### src/rtl/deep_buffered_pipeline_if.sv
// rtl/deep_buffered_pipeline_if.sv - handshake and status bundle for deep_buffered_pipeline
interface deep_buffered_pipeline_if #(
    parameter int DATA_END   = 0,
    parameter int COUNT_BITS = 4
);
    logic                  validIn;
    logic [DATA_END:0]     dataIn;
    logic                  busyIn;
    logic                  validOut;
    logic                  flush;
    logic                  busyOut;
    logic [DATA_END:0]     currentData;
    logic                  validData;
    logic                  memoryTransfer;
    logic [COUNT_BITS-1:0] occupancy;
    logic                  overflow;

    modport master (
        output validIn, dataIn, busyIn, validOut, flush,
        input  busyOut, currentData, validData, memoryTransfer, occupancy, overflow
    );

    modport slave (
        input  validIn, dataIn, busyIn, validOut, flush,
        output busyOut, currentData, validData, memoryTransfer, occupancy, overflow
    );
endinterface

### src/rtl/deep_buffered_pipeline.sv
// rtl/deep_buffered_pipeline.sv - head register plus in-order store for a stalling pipeline stage
module deep_buffered_pipeline #(
    parameter int DATA_END    = 0,
    parameter int STORE_DEPTH = 4,
    parameter int BUSY_SLACK  = 0,
    parameter int COUNT_BITS  = 4
) (
    input  logic                   clk,
    input  logic                   reset,
    deep_buffered_pipeline_if.slave pipe
);
    localparam int PTR_BITS = (STORE_DEPTH > 1) ? $clog2(STORE_DEPTH) : 1;
    localparam logic [PTR_BITS-1:0]   LAST_PTR = PTR_BITS'(STORE_DEPTH - 1);
    localparam logic [COUNT_BITS-1:0] FULL_COUNT = COUNT_BITS'(STORE_DEPTH);
    // busyOut when free entries <= BUSY_SLACK, i.e. count >= STORE_DEPTH - BUSY_SLACK
    localparam logic [COUNT_BITS-1:0] BUSY_COUNT = COUNT_BITS'(STORE_DEPTH - BUSY_SLACK);

    logic [DATA_END:0]     headData;
    logic                  headValid;
    logic                  overflowFlag;
    logic [DATA_END:0]     store [STORE_DEPTH];
    logic [PTR_BITS-1:0]   rdPtr;
    logic [PTR_BITS-1:0]   wrPtr;
    logic [COUNT_BITS-1:0] count;

    logic storeFull;
    logic storeEmpty;
    logic transfer;
    logic accept;
    logic pushEn;
    logic popEn;

    function automatic logic [PTR_BITS-1:0] nextPtr(input logic [PTR_BITS-1:0] p);
        return (p == LAST_PTR) ? '0 : p + 1'b1;
    endfunction

    // Handshake decode; a push during a pop is always legal because the pop frees the slot
    always_comb begin
        storeFull  = (count == FULL_COUNT);
        storeEmpty = (count == '0);
        transfer   = pipe.validOut & ~pipe.busyIn;
        accept     = pipe.validIn & (~headValid | transfer | ~storeFull);
        popEn      = ~pipe.flush & headValid & transfer & ~storeEmpty;
        pushEn     = ~pipe.flush & headValid & pipe.validIn &
                     (transfer ? ~storeEmpty : ~storeFull);
    end

    // Store contents: written at the write pointer on every push
    always_ff @(posedge clk) begin
        if (reset) begin
            for (int i = 0; i < STORE_DEPTH; i++) begin
                store[i] <= '0;
            end
        end else if (pushEn) begin
            store[wrPtr] <= pipe.dataIn;
        end
    end

    // Head register, store pointers/count and sticky overflow
    always_ff @(posedge clk) begin
        if (reset) begin
            headData     <= '0;
            headValid    <= 1'b0;
            rdPtr        <= '0;
            wrPtr        <= '0;
            count        <= '0;
            overflowFlag <= 1'b0;
        end else if (pipe.flush) begin
            headData  <= '0;
            headValid <= 1'b0;
            rdPtr     <= '0;
            wrPtr     <= '0;
            count     <= '0;
        end else begin
            if (pipe.validIn && !accept) begin
                overflowFlag <= 1'b1;
            end
            if (pushEn) begin
                wrPtr <= nextPtr(wrPtr);
            end
            if (popEn) begin
                rdPtr <= nextPtr(rdPtr);
            end
            if (pushEn && !popEn) begin
                count <= count + 1'b1;
            end else if (popEn && !pushEn) begin
                count <= count - 1'b1;
            end

            if (!headValid) begin
                if (pipe.validIn) begin
                    headData  <= pipe.dataIn;
                    headValid <= 1'b1;
                end
            end else if (transfer) begin
                if (!storeEmpty) begin
                    headData <= store[rdPtr];
                end else if (pipe.validIn) begin
                    headData <= pipe.dataIn;
                end else begin
                    headData  <= '0;
                    headValid <= 1'b0;
                end
            end
        end
    end

    // Outside logic must not claim a result for an empty head
    always_ff @(posedge clk) begin
        if (!reset) begin
            assert (!(pipe.validOut && !headValid))
                else $fatal(1, "%m: validOut asserted while validData is low");
        end
    end

    assign pipe.currentData    = headData;
    assign pipe.validData      = headValid;
    assign pipe.memoryTransfer = transfer;
    assign pipe.busyOut        = (count >= BUSY_COUNT);
    assign pipe.occupancy      = count + COUNT_BITS'(headValid);
    assign pipe.overflow       = overflowFlag;
endmodule

### src/flat_wrapper.sv
// flat-port wrapper written by rule: the top's interface ports become plain ports
module deep_buffered_pipeline_flat 
#(
    parameter int DATA_END    = 0,
    parameter int STORE_DEPTH = 4,
    parameter int BUSY_SLACK  = 0,
    parameter int COUNT_BITS  = 4
)
  (clk, reset, pipe_validIn, pipe_dataIn, pipe_busyIn, pipe_validOut, pipe_flush, pipe_busyOut, pipe_currentData, pipe_validData, pipe_memoryTransfer, pipe_occupancy, pipe_overflow);
  deep_buffered_pipeline_if #(.DATA_END(DATA_END), .COUNT_BITS(COUNT_BITS)) pipe_i ();
  input  logic clk;
  input  logic reset;
  input wire logic [$bits(pipe_i.validIn)-1:0] pipe_validIn;
  input wire logic [$bits(pipe_i.dataIn)-1:0] pipe_dataIn;
  input wire logic [$bits(pipe_i.busyIn)-1:0] pipe_busyIn;
  input wire logic [$bits(pipe_i.validOut)-1:0] pipe_validOut;
  input wire logic [$bits(pipe_i.flush)-1:0] pipe_flush;
  output wire logic [$bits(pipe_i.busyOut)-1:0] pipe_busyOut;
  output wire logic [$bits(pipe_i.currentData)-1:0] pipe_currentData;
  output wire logic [$bits(pipe_i.validData)-1:0] pipe_validData;
  output wire logic [$bits(pipe_i.memoryTransfer)-1:0] pipe_memoryTransfer;
  output wire logic [$bits(pipe_i.occupancy)-1:0] pipe_occupancy;
  output wire logic [$bits(pipe_i.overflow)-1:0] pipe_overflow;
  assign pipe_i.validIn = pipe_validIn;
  assign pipe_i.dataIn = pipe_dataIn;
  assign pipe_i.busyIn = pipe_busyIn;
  assign pipe_i.validOut = pipe_validOut;
  assign pipe_i.flush = pipe_flush;
  assign pipe_busyOut = pipe_i.busyOut;
  assign pipe_currentData = pipe_i.currentData;
  assign pipe_validData = pipe_i.validData;
  assign pipe_memoryTransfer = pipe_i.memoryTransfer;
  assign pipe_occupancy = pipe_i.occupancy;
  assign pipe_overflow = pipe_i.overflow;
  deep_buffered_pipeline #(.DATA_END(DATA_END), .STORE_DEPTH(STORE_DEPTH), .BUSY_SLACK(BUSY_SLACK), .COUNT_BITS(COUNT_BITS)) u_core (.clk(clk), .reset(reset), .pipe(pipe_i));
endmodule
### config.mk
export PLATFORM = sky130hd
export DESIGN_NAME = deep_buffered_pipeline_flat
export DESIGN_NICKNAME = d
export VERILOG_FILES = /design/src/rtl/deep_buffered_pipeline_if.sv /design/src/rtl/deep_buffered_pipeline.sv /design/src/flat_wrapper.sv
export SDC_FILE = /design/constraint.sdc
export NUM_CORES = 1
export LEC_CHECK = 0
export ABC_AREA = 1
export CAP_MARGIN = 20
export CORE_MARGIN = 5
export CORE_UTILIZATION = 59
export CTS_BUF_LIST = sky130_fd_sc_hd__clkbuf_4 sky130_fd_sc_hd__clkbuf_8
export CTS_CLUSTER_SIZE = 20
export DETAILED_ROUTE_END_ITERATION = 7
export HOLD_SLACK_MARGIN = 0.02
export PLACE_DENSITY = 0.91
export SLEW_MARGIN = 0
export SYNTH_ARGS = -nofsm -noshare
export SYNTH_HDL_FRONTEND = slang
export SYNTH_SLANG_ARGS = --single-unit
export TNS_END_PERCENT = 5
### constraint.sdc
create_clock -name clk -period 5.6 [get_ports clk]
set_input_delay 1.68 -clock clk [delete_from_list [all_inputs] [get_ports clk]]
set_output_delay 1.68 -clock clk [all_outputs]
set_load 0.01 [all_outputs]
==> reports/qor.csv <==
stage;metric;value;unit
yosys;ys_types;24;
die;io_pins;16;
power_and_ir_drop;p_leak;0.531;nW
die;die_w;51.3;um
routing;detail-route-antenna-nets;0;
grt;overflow;0;
cells_and_area;layout_commonest_cell;nand2_1;
place;place_hpwl;1670;um
cells_and_area;fin_cells;162;
worst_setup_path;r2r_start;u_core.count[1];
timing;period_needed;4550;ps
yosys;yosysWarnings;0;
worst_setup_path;crit_chain;clkdlybuf4s50_1 > inv_2 > nor2_4 > clkdlybuf4s50_1;
routing;dr.pass1.iters;4;
worst_setup_path;critPathArrivalTime;2870;ps
timing;setup_viol_count_final;0;
timing;slew-limit-headroom;0.795;
worst_setup_path;worst-r2r-cell-count;13;
outcome;status;complete, no violations;
die;start_util;0.602;
grt;grt_pass1_wl;3440;um
routing;viasPerCell;5.31;
cells_and_area;diodes;0;
routing;routedWlPerCell;12.6;um
worst_setup_path;cp_top_family;buffers and inverters;
timing;fmax;220;MHz
yosys;ys_seq_elements;17;
power_and_ir_drop;p_per_area;185;nW/um^2
min_path;min_path_type;reg2reg;
power_and_ir_drop;ir_drop;0.000194;V
worst_setup_path;crit_path_end_kind;output port;
place;place_inst;158;
die;die_h;51.3;um
clock_network;cts_sinks;17;
yosys;synth.area.mux_share;0;
yosys;synth_ff_type;dfxtp_1;
yosys;syn_area;1010;sq um
worst_setup_path;slowest_stage;clkdlybuf4s50_1;
clock_network;cts_setup_buffers;0;
yosys;synth-xor-area-share;0.0522;
routing;drc;0;
grt;grt_pass1_vias;814;
timing;slew_viol_final;0;
yosys;synthCells;127;
die;rows;15;
yosys;synth.avg_cell_area;7.92;sq um
yosys;synthAdderAreaFrac;0.107;
worst_setup_path;critPathBufInv;3;
worst_setup_path;reg2reg_setup_slack;3320;ps
die;coreArea;1670;sq um
cells_and_area;final_cell_mix;nand2_1 (28), inv_1 (16), clkdlybuf4s50_1 (15);
die;die_area;2630;sq um
clock_network;cts-root-buf;clkbuf_4;
yosys;syn_nets;142;
timing;finClkSkew;1.99;ps
timing;finalSetupTns;0;ps
grt;grt_max_degree;11;
routing;drtIter0Drc;24;
worst_setup_path;crit_top_cell;clkdlybuf4s50_1;
worst_setup_path;required;3920;ps
worst_setup_path;crit_path_start_kind;primary input;
power_and_ir_drop;power.total;0.000221;W
timing;fin_crit_sh;0.813;
yosys;async_flop_share;0;
clock_network;clkLatencyLatePin;300;ps
job;cap_violations;0;
place;io_buffers;15;
min_path;holdPathEnd;u_core.pipe.overflow;
yosys;synth.yosys.seq_area_share;0.378;
place;routabilityCongestion;0.765;
yosys;synth_edf_count;4;
clock_network;path_clk_slew;100;ps
worst_setup_path;crit_path_max_incr_delay;560;ps
clock_network;hold_buffers;0;
clock_network;cts-buffers-inserted;3;
cells_and_area;final_nets;161;
min_path;worstHoldStart;u_core.pipe.overflow;
routing;vias;861;
worst_setup_path;critical_path_class;in2out;
timing;finalHoldViolCount;0;
clock_network;htreeDepth;1;
yosys;synth_top_family_by_area;simple AND/OR/NAND/NOR gates;
clock_network;clockBufferDepth;2;
timing;whs;514;ps
yosys;synth-compound-area-share;0.0858;
timing;rsz0062_at_grt;false;
worst_setup_path;crit_fanout;3;
clock_network;post_cts_resized;0;
cells_and_area;syn2layout_area_growth;18.7;%
clock_network;cts_tree;done;
cells_and_area;final_util;0.715;
grt;grt.total_usage;0.175;
routing;routed_wirelength;2040;um
cells_and_area;layout-drive-gt1-share;0.124;
timing;worst_slew_pin_slew;308;ps
yosys;synthSimpleGateAreaFrac;0.295;
grt;antenna_found_initial;0;
min_path;whs_path_depth;2;
worst_setup_path;r2r-end;u_core.count[3];
## area by class of cell
type	instances	area, sq um
Clock buffer	3	22.5
Clock inverter	1	5.00
Fill cell	136	477
Inverter	19	71.3
Multi-Input combinational cell	90	543
Sequential cell	17	380
Tap cell	17	21.3
Timing Repair Buffer	15	150
## layer usage
metal | share of wire | global-route usage | vias up
li1 | - | - | 445
met1 | 0.39 | 0.179 | 398
met2 | 0.56 | 0.337 | 16
met3 | 0.046 | 0.0583 | 2
met4 | 0.0064 | 0.0393 | 0
met5 | 0 | 0 | -
## worst max path at each step
stage	from	endpoint	slack [ps]	cells past startpoint
2_1_floorplan	pipe_validOut	pipe_memoryTransfer	2100	2
3_3_place_gp	pipe_validOut	pipe_memoryTransfer	1070	4
3_5_place_dp	pipe_validOut	pipe_memoryTransfer	1040	4
4_1_cts	pipe_validOut	pipe_memoryTransfer	1030	4
5_1_grt	pipe_validOut	pipe_memoryTransfer	990	4
6_report	pipe_validOut	pipe_memoryTransfer	1050	4
## cells in the mapped netlist (2+ instances only)
| master | count | area [sq um] |
|---|---|---|
| nand2_1 | 28 | 105 |
| inv_1 | 16 | 60.1 |
| dfxtp_1 | 13 | 260 |
| nor2_1 | 13 | 48.8 |
| a21oi_1 | 8 | 40.0 |
| ha_1 | 7 | 87.6 |
| o21ai_0 | 6 | 30.0 |
| edfxtp_1 | 4 | 120 |
| nand3_1 | 4 | 20.0 |
| nor2_4 | 4 | 45.0 |
| xor2_1 | 4 | 35.0 |
| inv_2 | 3 | 11.3 |
| nand3_2 | 3 | 30.0 |
| nand4_1 | 2 | 12.5 |
| nor3_1 | 2 | 10.0 |
| xnor2_1 | 2 | 17.5 |
## through the flow
step | area [sq um] | worst slack [ps]
global placement | 1170 | 1070
finish | 1190 | 1050
detailed placement | 1170 | 1040
CTS | 1190 | 1030
global route | 1190 | 991
floorplan | 1010 | 2100
## power by group
part	switching (W)	internal [W]
registers	0.00000158	0.000127
logic	0.0000131	0.0000111
clock network	0.0000416	0.0000267
## cell families (layout without fill, tap and decap cells)
family,count (synthesis),count (layout)
DFF,17,17
and+or+nand+nor,60,60
AOI/OAI and AO/OA,16,16
adders and majority gates,8,8
xor gates and xnor gates,6,6
buffers and inverters,20,38
## tightest hold or removal path, stage by stage (launching register included)
cell and delay (ps):
dfxtp_1 330, nor2_1 100, nor2_1 50
Power figures use the tool's default switching activity.
